## config.mk

```make
export PLATFORM = sky130hd
export DESIGN_NAME = display_scan_ctrl
export DESIGN_NICKNAME = d
export VERILOG_FILES = /design/src/rtl/display_scan_ctrl.sv
export SDC_FILE = /design/constraint.sdc
export NUM_CORES = 1
export LEC_CHECK = 0
export ABC_AREA = 0
export CAP_MARGIN = 10
export CORE_AREA = 5 5 84 86
export CTS_CLUSTER_SIZE = 24
export DETAILED_ROUTE_END_ITERATION = 10
export DIE_AREA = 0 0 89 91
export PLACE_DENSITY_LB_ADDON = 0.3
export SLEW_MARGIN = 20
export SYNTH_ARGS = -nofsm -noshare
export SYNTH_HDL_FRONTEND = slang
export SYNTH_SLANG_ARGS = --single-unit
```

## constraint.sdc

```tcl
create_clock -name clk -period 3.3 [get_ports clk]
set_clock_uncertainty 0.15 [all_clocks]
set_input_delay 0.33 -clock clk [delete_from_list [all_inputs] [get_ports clk]]
set_output_delay 0.33 -clock clk [all_outputs]
set_load 0.02 [all_outputs]
```

## src/rtl/display_scan_ctrl.sv

```systemverilog
// Scan driver for a 4-digit multiplexed 7-segment display.
// A prescaler divides clk down to one tick per digit slot. The 2-bit digit
// select advances on each tick. A frame-synchronous shadow of the four BCD
// digits is updated only when sel wraps from 3 back to 0, so the digits shown
// within one frame always come from the same value and never tear.
// All outputs are registered. digit and blank are updated on the same edge
// as sel, so the three outputs always describe the same slot.

module display_scan_ctrl #(
    parameter int REFRESH_DIV = 50000,  // clk cycles per digit slot, >= 2
    parameter bit LZ_BLANK    = 1'b1    // blank leftmost digit when it is 0
) (
    input  logic        clk,
    input  logic        rst_n,
    input  logic        en,
    input  logic [15:0] data_in,
    input  logic        load,
    output logic [1:0]  sel,
    output logic [3:0]  digit,
    output logic        blank,
    output logic        frame_tick,
    output logic        load_ack
);

    localparam int              CNT_W    = $clog2(REFRESH_DIV);
    localparam logic [CNT_W-1:0] CNT_LAST = CNT_W'(REFRESH_DIV - 1);

    // Prescaler and slot select.
    logic [CNT_W-1:0] cnt_q, cnt_d;
    logic [1:0]       sel_q, sel_d;

    // Load path: staging holds the most recent load until the frame boundary.
    logic [15:0] staging_q, staging_d;
    logic [15:0] shadow_q,  shadow_d;
    logic        pending_q, pending_d;

    // Registered outputs.
    logic [3:0] digit_q, digit_d;
    logic       blank_q, blank_d;
    logic       frame_tick_q, frame_tick_d;
    logic       load_ack_q, load_ack_d;

    // Slot and frame events, and the nibble that the next slot will show.
    logic       tick;
    logic       wrap;
    logic       commit;
    logic [3:0] nibble_next;

    // Decode slot/frame events from the current count and select.
    always_comb begin
        tick   = en && (cnt_q == CNT_LAST);
        wrap   = tick && (sel_q == 2'd3);
        // A load in the wrap cycle itself is committed on that same wrap.
        commit = wrap && (pending_q || load);
    end

    // Prescaler counts while enabled and advances sel on each tick.
    always_comb begin
        // NOTE: every always_comb output gets a default first, so no path
        // can leave it unassigned and infer a latch.
        cnt_d = cnt_q;
        sel_d = sel_q;
        if (en) begin
            if (tick) begin
                cnt_d = '0;
                sel_d = sel_q + 2'd1;
            end else begin
                cnt_d = cnt_q + CNT_W'(1);
            end
        end
    end

    // Buffered load path: the last load before a wrap wins, and it is committed at the wrap.
    always_comb begin
        staging_d = staging_q;
        shadow_d  = shadow_q;
        pending_d = pending_q;
        if (load) begin
            staging_d = data_in;
        end
        if (commit) begin
            shadow_d  = load ? data_in : staging_q;
            pending_d = 1'b0;
        end else if (load) begin
            pending_d = 1'b1;
        end
    end

    // Select the nibble that the next slot will show, using the new shadow on a wrap.
    always_comb begin
        nibble_next = 4'h0;
        unique case (sel_d)
            2'd0: nibble_next = shadow_d[15:12];
            2'd1: nibble_next = shadow_d[11:8];
            2'd2: nibble_next = shadow_d[7:4];
            2'd3: nibble_next = shadow_d[3:0];
        endcase
    end

    // Update digit and blank on the same edge as sel; disabling the scan blanks the display.
    always_comb begin
        digit_d      = digit_q;
        blank_d      = blank_q;
        frame_tick_d = wrap;
        load_ack_d   = commit;
        if (!en) begin
            blank_d = 1'b1;
        end else if (tick) begin
            digit_d = nibble_next;
            // Invalid BCD is still driven on digit, but the segments are blanked.
            blank_d = (nibble_next > 4'd9) ||
                      (LZ_BLANK && (sel_d == 2'd0) && (nibble_next == 4'd0));
        end
    end

    // State register; an asynchronous reset discards any pending load.
    always_ff @(posedge clk or negedge rst_n) begin
        if (!rst_n) begin
            cnt_q        <= '0;
            sel_q        <= 2'd0;
            staging_q    <= 16'h0000;
            shadow_q     <= 16'h0000;
            pending_q    <= 1'b0;
            digit_q      <= 4'h0;
            blank_q      <= 1'b1;
            frame_tick_q <= 1'b0;
            load_ack_q   <= 1'b0;
        end else begin
            // NOTE: non-blocking assignments make every flop sample the pre-edge
            // values, so the order of these statements does not matter.
            cnt_q        <= cnt_d;
            sel_q        <= sel_d;
            staging_q    <= staging_d;
            shadow_q     <= shadow_d;
            pending_q    <= pending_d;
            digit_q      <= digit_d;
            blank_q      <= blank_d;
            frame_tick_q <= frame_tick_d;
            load_ack_q   <= load_ack_d;
        end
    end

    assign sel        = sel_q;
    assign digit      = digit_q;
    assign blank      = blank_q;
    assign frame_tick = frame_tick_q;
    assign load_ack   = load_ack_q;

endmodule

```

After elaboration in Yosys (flattened, before gate mapping)
Index checks and enable logic that the tools add are counted.
{"block": "word_totals", "ff_bits": 58, "inputBits": 20, "out_inout_bits": 9, "elab_cells": 38}
{"block": "op_classes", "add_sub_neg": 2, "n_lt_le_gt_ge": 1, "eq_ne": 6, "n_mux": 10, "reduce_logical": 10}
{"op": "two-way mux 16 bit", "n": 3}
{"op": "adder 16 x 1 -> 16 bit, second input constant", "n": 1}
{"op": "equality test 16 bit, second input constant", "n": 1}
{"op": "one-hot mux 4 bit (4 select lines)", "n": 1}
{"op": "equality test 2 bit, second input constant", "n": 3}
{"op": "> comparator 4 bit, second input constant", "n": 1}
{"op": "logical AND 1 bit", "n": 4}
{"op": "zero test 4 bit", "n": 1}
{"op": "two-way mux 1 bit", "n": 4}
{"op": "two-way mux 2 bit", "n": 2}
{"op": "adder 2 x 1 -> 2 bit, second input constant", "n": 1}
{"op": "equality test 2 x 1 -> 1 bit, second input constant", "n": 1}
{"op": "zero test 2 bit", "n": 1}
{"op": "logical OR 1 bit", "n": 2}
{"op": "!= test 2 x 1 -> 1 bit, second input constant", "n": 1}
{"op": "AND reduction 2 bit", "n": 1}
{"op": "nonzero test 2 bit", "n": 1}

Longest topological paths before layout
{"block": "logic_depth", "ltp_word": 11, "mapped_depth": 10, "ltp_nobuf": 9}

Worst setup path before layout
No wires, ideal clock.
{"block": "synth_path", "kind": "reg2reg", "start": "register sel_q[0] (netlist: sel[0])", "end": "register blank_q (netlist: blank)", "arrival_ps": 2170, "required_ps": 3054, "slack_ps": 884, "path_stages_with_launch": 10, "period_less_slack_ps": 2416, "path_cell_list": "dfrtp_1 ha_1 o21a_1 clkbuf_1 mux2i_1 o21ai_0 a211oi_1 nand2_1 a21boi_2 o311ai_2"}
{"block": "synth_between", "elab_chain_len": 10, "word_cells_on_any_way": 18, "cone_classes": "1 x add/sub; 1 x order compare; 4 x eq/ne; 6 x mux; 6 x reduce/logical"}
{"element": "from (decl)", "line_no": "30", "source": "logic [1:0] sel_q, sel_d;"}
{"element": "from (signal assigned)", "line_no": "132", "source": "sel_q <= sel_d;"}
{"element": "branches (longest 7 deep; another with > comparator 4 bit)"}
{"element": "logical OR 1 bit (*)", "line_no": "111", "source": "blank_d = (nibble_next > 4'd9) ||"}
{"element": "two-way mux 1 bit (*)", "line_no": "108", "source": "end else if (tick) begin"}
{"element": "two-way mux 1 bit (*)", "line_no": "106", "source": "if (!en) begin"}
{"element": "to (signal assigned)", "line_no": "137", "source": "blank_q <= blank_d;"}
{"element": "to (decl)", "line_no": "39", "source": "logic blank_q, blank_d;"}
Mark *: on every way between the ends. The select of a mux whose other input is x is not followed.
A chain may end at the register's enable or synchronous reset.

Worst setup path after layout
{"block": "layout_path", "start": "register sel_q[0] (netlist: sel[0])", "end": "register blank_q (netlist: blank)"}
{"block": "layout_between", "elab_chain_len": 10, "word_cells_on_any_way": 18, "cone_classes": "1 x add/sub; 1 x order compare; 4 x eq/ne; 6 x mux; 6 x reduce/logical"}
{"element": "equality test 2 bit (*)", "line_no": "52", "source": "wrap = tick && (sel_q == 2'd3);"}
{"element": "logical AND 1 bit (*)", "line_no": "52"}
{"element": "logical AND 1 bit (*)", "line_no": "54", "source": "commit = wrap && (pending_q || load);"}
{"element": "two-way mux 16 bit (*)", "line_no": "81", "source": "if (commit) begin"}
{"element": "via shadow_d[3]", "line_no": "34", "source": "logic [15:0] shadow_q, shadow_d;"}
{"element": "one-hot mux 4 bit (4 select lines) (*)", "line_no": "92", "source": "unique case (sel_d)"}
{"element": "branches (longest 2 deep; another with > comparator 4 bit)"}
{"element": "logical OR 1 bit (*)", "line_no": "111"}
{"element": "two-way mux 1 bit (*)", "line_no": "108"}
{"element": "two-way mux 1 bit (*)", "line_no": "106"}
Mark *: on every way through the listed nets, which the timed path passes. The select of a mux whose other input is x is not followed.

==> metrics.md <==
| Metric | Value |
|---|---|
| Setup repair bufs after CTS | 0 |
| Core footprint | 0.006205 mm² |
| Critical R2R Launch | sel[0]$_DFF_PN0_ |
| Post-synthesis compound-gate area fraction | 8.761% |
| Drt drc | 0 |
| Cells after synthesis | ~240 |
| Syn_area_per_cell | ~12 µm² |
| H-tree Lvls | 3 |
| Worst R2R End | blank$_DFFE_PN1P_ |
| Fin nets | between 200 and 300 |
| Placed Area | about 0.003 mm² |
| Hold path depth | 2 |
| FILL cells | ~530 |
| Fmax | around 360 MHz |
| Global-route usage over all layers | between 10% and 20% |
| Status | complete, no violations |
| Met1 usage | between 20 and 25% |
| Total power draw | about 0.0018 W |
| GR Layer Usage met3 | a little under 5% |
| Pin count of the biggest net entering global routing | between 40 and 50 |
| Switching share of power | 22.98% |
| Setup Viol. Count Final | 0 |
| Die Ht | 91 µm |
| Routed vias/inst | approximately 5.3 |
| Growth of design area from synthesis to finish | 22.48% |
| Sink of the worst hold path | shadow_q[6]$_DFF_PN0_ |
| Initial core utilization | between 40 and 50% |
| Post-synth ARST share | 100.0% |
| Actual slew at the worst max-slew pin | 0.7182 ns |
| Synth Area in Adders | less than 1% |
| Pins over their slew limit | 0 |
| Clock-pin transition on the worst setup and hold timing paths | around 0.070 ns |
| CTS root buf | clkbuf_8 |
| Util after Layout | a little over half |
| Final hold violations | 0 |
| CP Capture Type | register |
| Antenna violations before repair | 0 |
| Hold_sp | shadow_q[6]$_DFF_PN0_ |
| Ant. Diodes | 0 |
| Die width | between 80 and 90 µm |
| Psw | 0.0004108 W |
| Slew headroom | between 50% and 60% |
| Post-route minimum period | roughly 2.8 ns |
| I/O pin count | 29 |
| Vias | approximately 1,900 |
| Wire length per cell | 15.47 µm |
| First-pass GRT wire length | between 9 and 10 mm |
| Synth Flop Type | dfrtp_1 |
| Vias in the first global route | 1,918 |
| Power Dens Cells | 535.2 mW/mm² |
| Post-DP HPWL | 3.808 mm |
| Total Wirelength | about 5.5 mm |
| Clock Latency Late Sink | between 0.3 and 0.4 ns |
| Ys Warns | 0 |
| Flop2flop setup slack | around 0.53 ns |
| Simple-Gate Fraction of Synth Area | between 10% and 20% |
| Post-Route Setup TNS | 0 ns |
| Hold Crit Class | register to register |
| Top Usage Layer GRT | met1 |
| Met2 Track Usage GR | ~22% |
| Share of cells above drive strength 1 | 20.58% |
| Clock Sinks | 58 |
| Antenna-violating nets left | 0 |
| FP Rows | 29 |
| Mux contribution to synthesized area | 13.62% |
| Max-cap viol count | 0 |
| Die area | 0.008099 mm² |
| Fin worst setup slack | approximately 0.53 ns |
| Drt first-iter violations | between 100 and 150 |
| Crit start category | register |
| VDD IR max | between 0.3 and 0.4 mV |
| Reg2reg path depth | 7 |
| Syn nets | 257 |
| Unrepaired setup endpoints after global routing | no |
| Flop pwr share | 45.3% |
| Place WS | ~0.29 ns |
| Yosys cell types | 47 |
| Clock network fraction of total power | a little under half |
| Leakage | approximately 1.5 nW |
| Crit Path Category | register to register |
| Mapped Area | between 0.002 and 0.003 mm² |
| CP max FO | 12 |
| TritonCTS Buffers | 9 |
| Combinational fraction of design power | 9.4% |
| Post-route cell area | around 0.0033 mm² |
| Post-synth EDFFs | 0 |
| DR pass1 iterations | 4 |
| Gr ovfl total | 0 |
| Flops & latches, synth | 58 |
| RePlAce Congestion | around 0.86 |
| Seq/Total Area, Yosys | between 50% and 60% |
| Post-Synth XOR/XNOR Area | ~4.2% |
| CTS tree | done |
| Tcrit/Tclk final | a little over four fifths |
| Worst-case clock buffer depth | 2 |
| P_int | between 0.001 and 0.0015 W |
| Worst Path Arrival | roughly 2.9 ns |
| Main combinational cell family by area after synthesis | simple AND/OR/NAND/NOR gates |
| IO buf count | 28 |
| Critical path required time | between 3 and 4 ns |
cells by family (layout without fill, tap and decap cells):
| family | after synthesis | in the layout |
|---|---|---|
| buffers and inverters | 16 | 58 |
| and+or+nand+nor | 79 | 79 |
| AOI/OAI and AO/OA | 36 | 36 |
| adders and majority gates | 2 | 2 |
| muxes | 33 | 33 |
| xor gates and xnor gates | 11 | 11 |
| DFF | 58 | 58 |
worst max path at each step:
stage	endpoint	startpoint
floorplan	blank$_DFFE_PN1P_	sel[0]$_DFF_PN0_
global placement	blank$_DFFE_PN1P_	en
detailed placement	blank$_DFFE_PN1P_	en
CTS	blank$_DFFE_PN1P_	sel[0]$_DFF_PN0_
global route	blank$_DFFE_PN1P_	sel[0]$_DFF_PN0_
finish	blank$_DFFE_PN1P_	sel[0]$_DFF_PN0_
through the flow:
step	hold slack (ns)	std cells
3_5_place_dp	0.3194	337
3_3_place_gp	0.3133	337
6_report	0.3308	354
2_1_floorplan	-0.1156	235
5_1_grt	0.3425	354
4_1_cts	0.03983	353
cells in the final DEF (no fill, tap or decap), drive strengths merged, types with 5 or more instances in the layout:
cell           netlist  routed
clkdlybuf4s50        0      27
mux2i               10      10
inv                  9       9
dfrtp               57      57
xnor2                7       7
clkbuf               2      10
nand3               11      11
nand4                6       6
nand2               26      26
mux2                23      23
a211oi               5       5
o21ai               16      16
nor3                 6       6
nor2                14      14
cell usage after synthesis, drive strengths merged (4+ instances only):
cell | n | share of area (%)
nand4 | 6 | 1.6
a211oi | 5 | 1.4
mux2 | 23 | 9.5
xor2 | 4 | 1.3
buf | 4 | 1.4
xnor2 | 7 | 2.9
inv | 9 | 1.2
nor2 | 14 | 1.9
nand2 | 26 | 3.7
nand3 | 11 | 2.0
mux2i | 10 | 4.1
and3 | 4 | 0.92
dfrtp | 57 | 52
o21ai | 16 | 2.9
nor3 | 6 | 1.1
worst max-delay path, stage by stage, from the launching register on:
cell and delay [ns]:
dfrtp_1 0.56, ha_1 0.27, o21a_1 0.46, nand2_2 0.30
mux2_2 0.31, nand2_1 0.05, a31o_2 0.27, o311ai_2 0.30
state kept, by name, summed over array words and instances (netlist names):
register and count:
cnt_q 16, shadow_q 16, staging_q 16, digit 4
sel 2, blank 1, frame_tick 1, load_ack 1
pending_q 1
per-layer routing:
| metal | vias to the layer above | part of all wire (%) | routed length (µm) |
|---|---|---|---|
| met5 | - | 0 | 0 |
| met3 | 10 | 4.7 | 257 |
| met1 | 915 | 49 | 2669 |
| met2 | 40 | 45 | 2445 |
| met4 | 0 | 1.9 | 106 |
| li1 | 920 | - | - |
power by group through the flow:
stage / Sequential, W / Clock, W / Combinational, W
finish: 0.000811 / 0.000808 / 0.000169
global route: 0.000820 / 0.000862 / 0.000191
CTS: 0.000810 / 0.000827 / 0.000171
detailed placement: 0.000823 / 0 / 0.000171
global placement: 0.000821 / 0 / 0.000170
floorplan: 0.000813 / 0 / 0.000114
final cells by class:
class | count | area, µm² | area share (%)
clock buffers | 10 | 137.6 | 4.120
repair buffers | 32 | 310.3 | 9.288
well taps | 77 | 96.34 | 2.884
multi-input cells | 161 | 1187 | 35.54
clock inverters | 6 | 113.9 | 3.408
inverters | 10 | 42.54 | 1.273
flip-flops and latches | 58 | 1453 | 43.48
what timing repair did:
| item | in CTS | in global routing |
|---|---|---|
| gates resized for setup | 0 | 0 |
| hold buffers | 0 | 1 |
| endpoints found under the hold margin | 0 | 42 |
(Power assumes the default switching activity.)
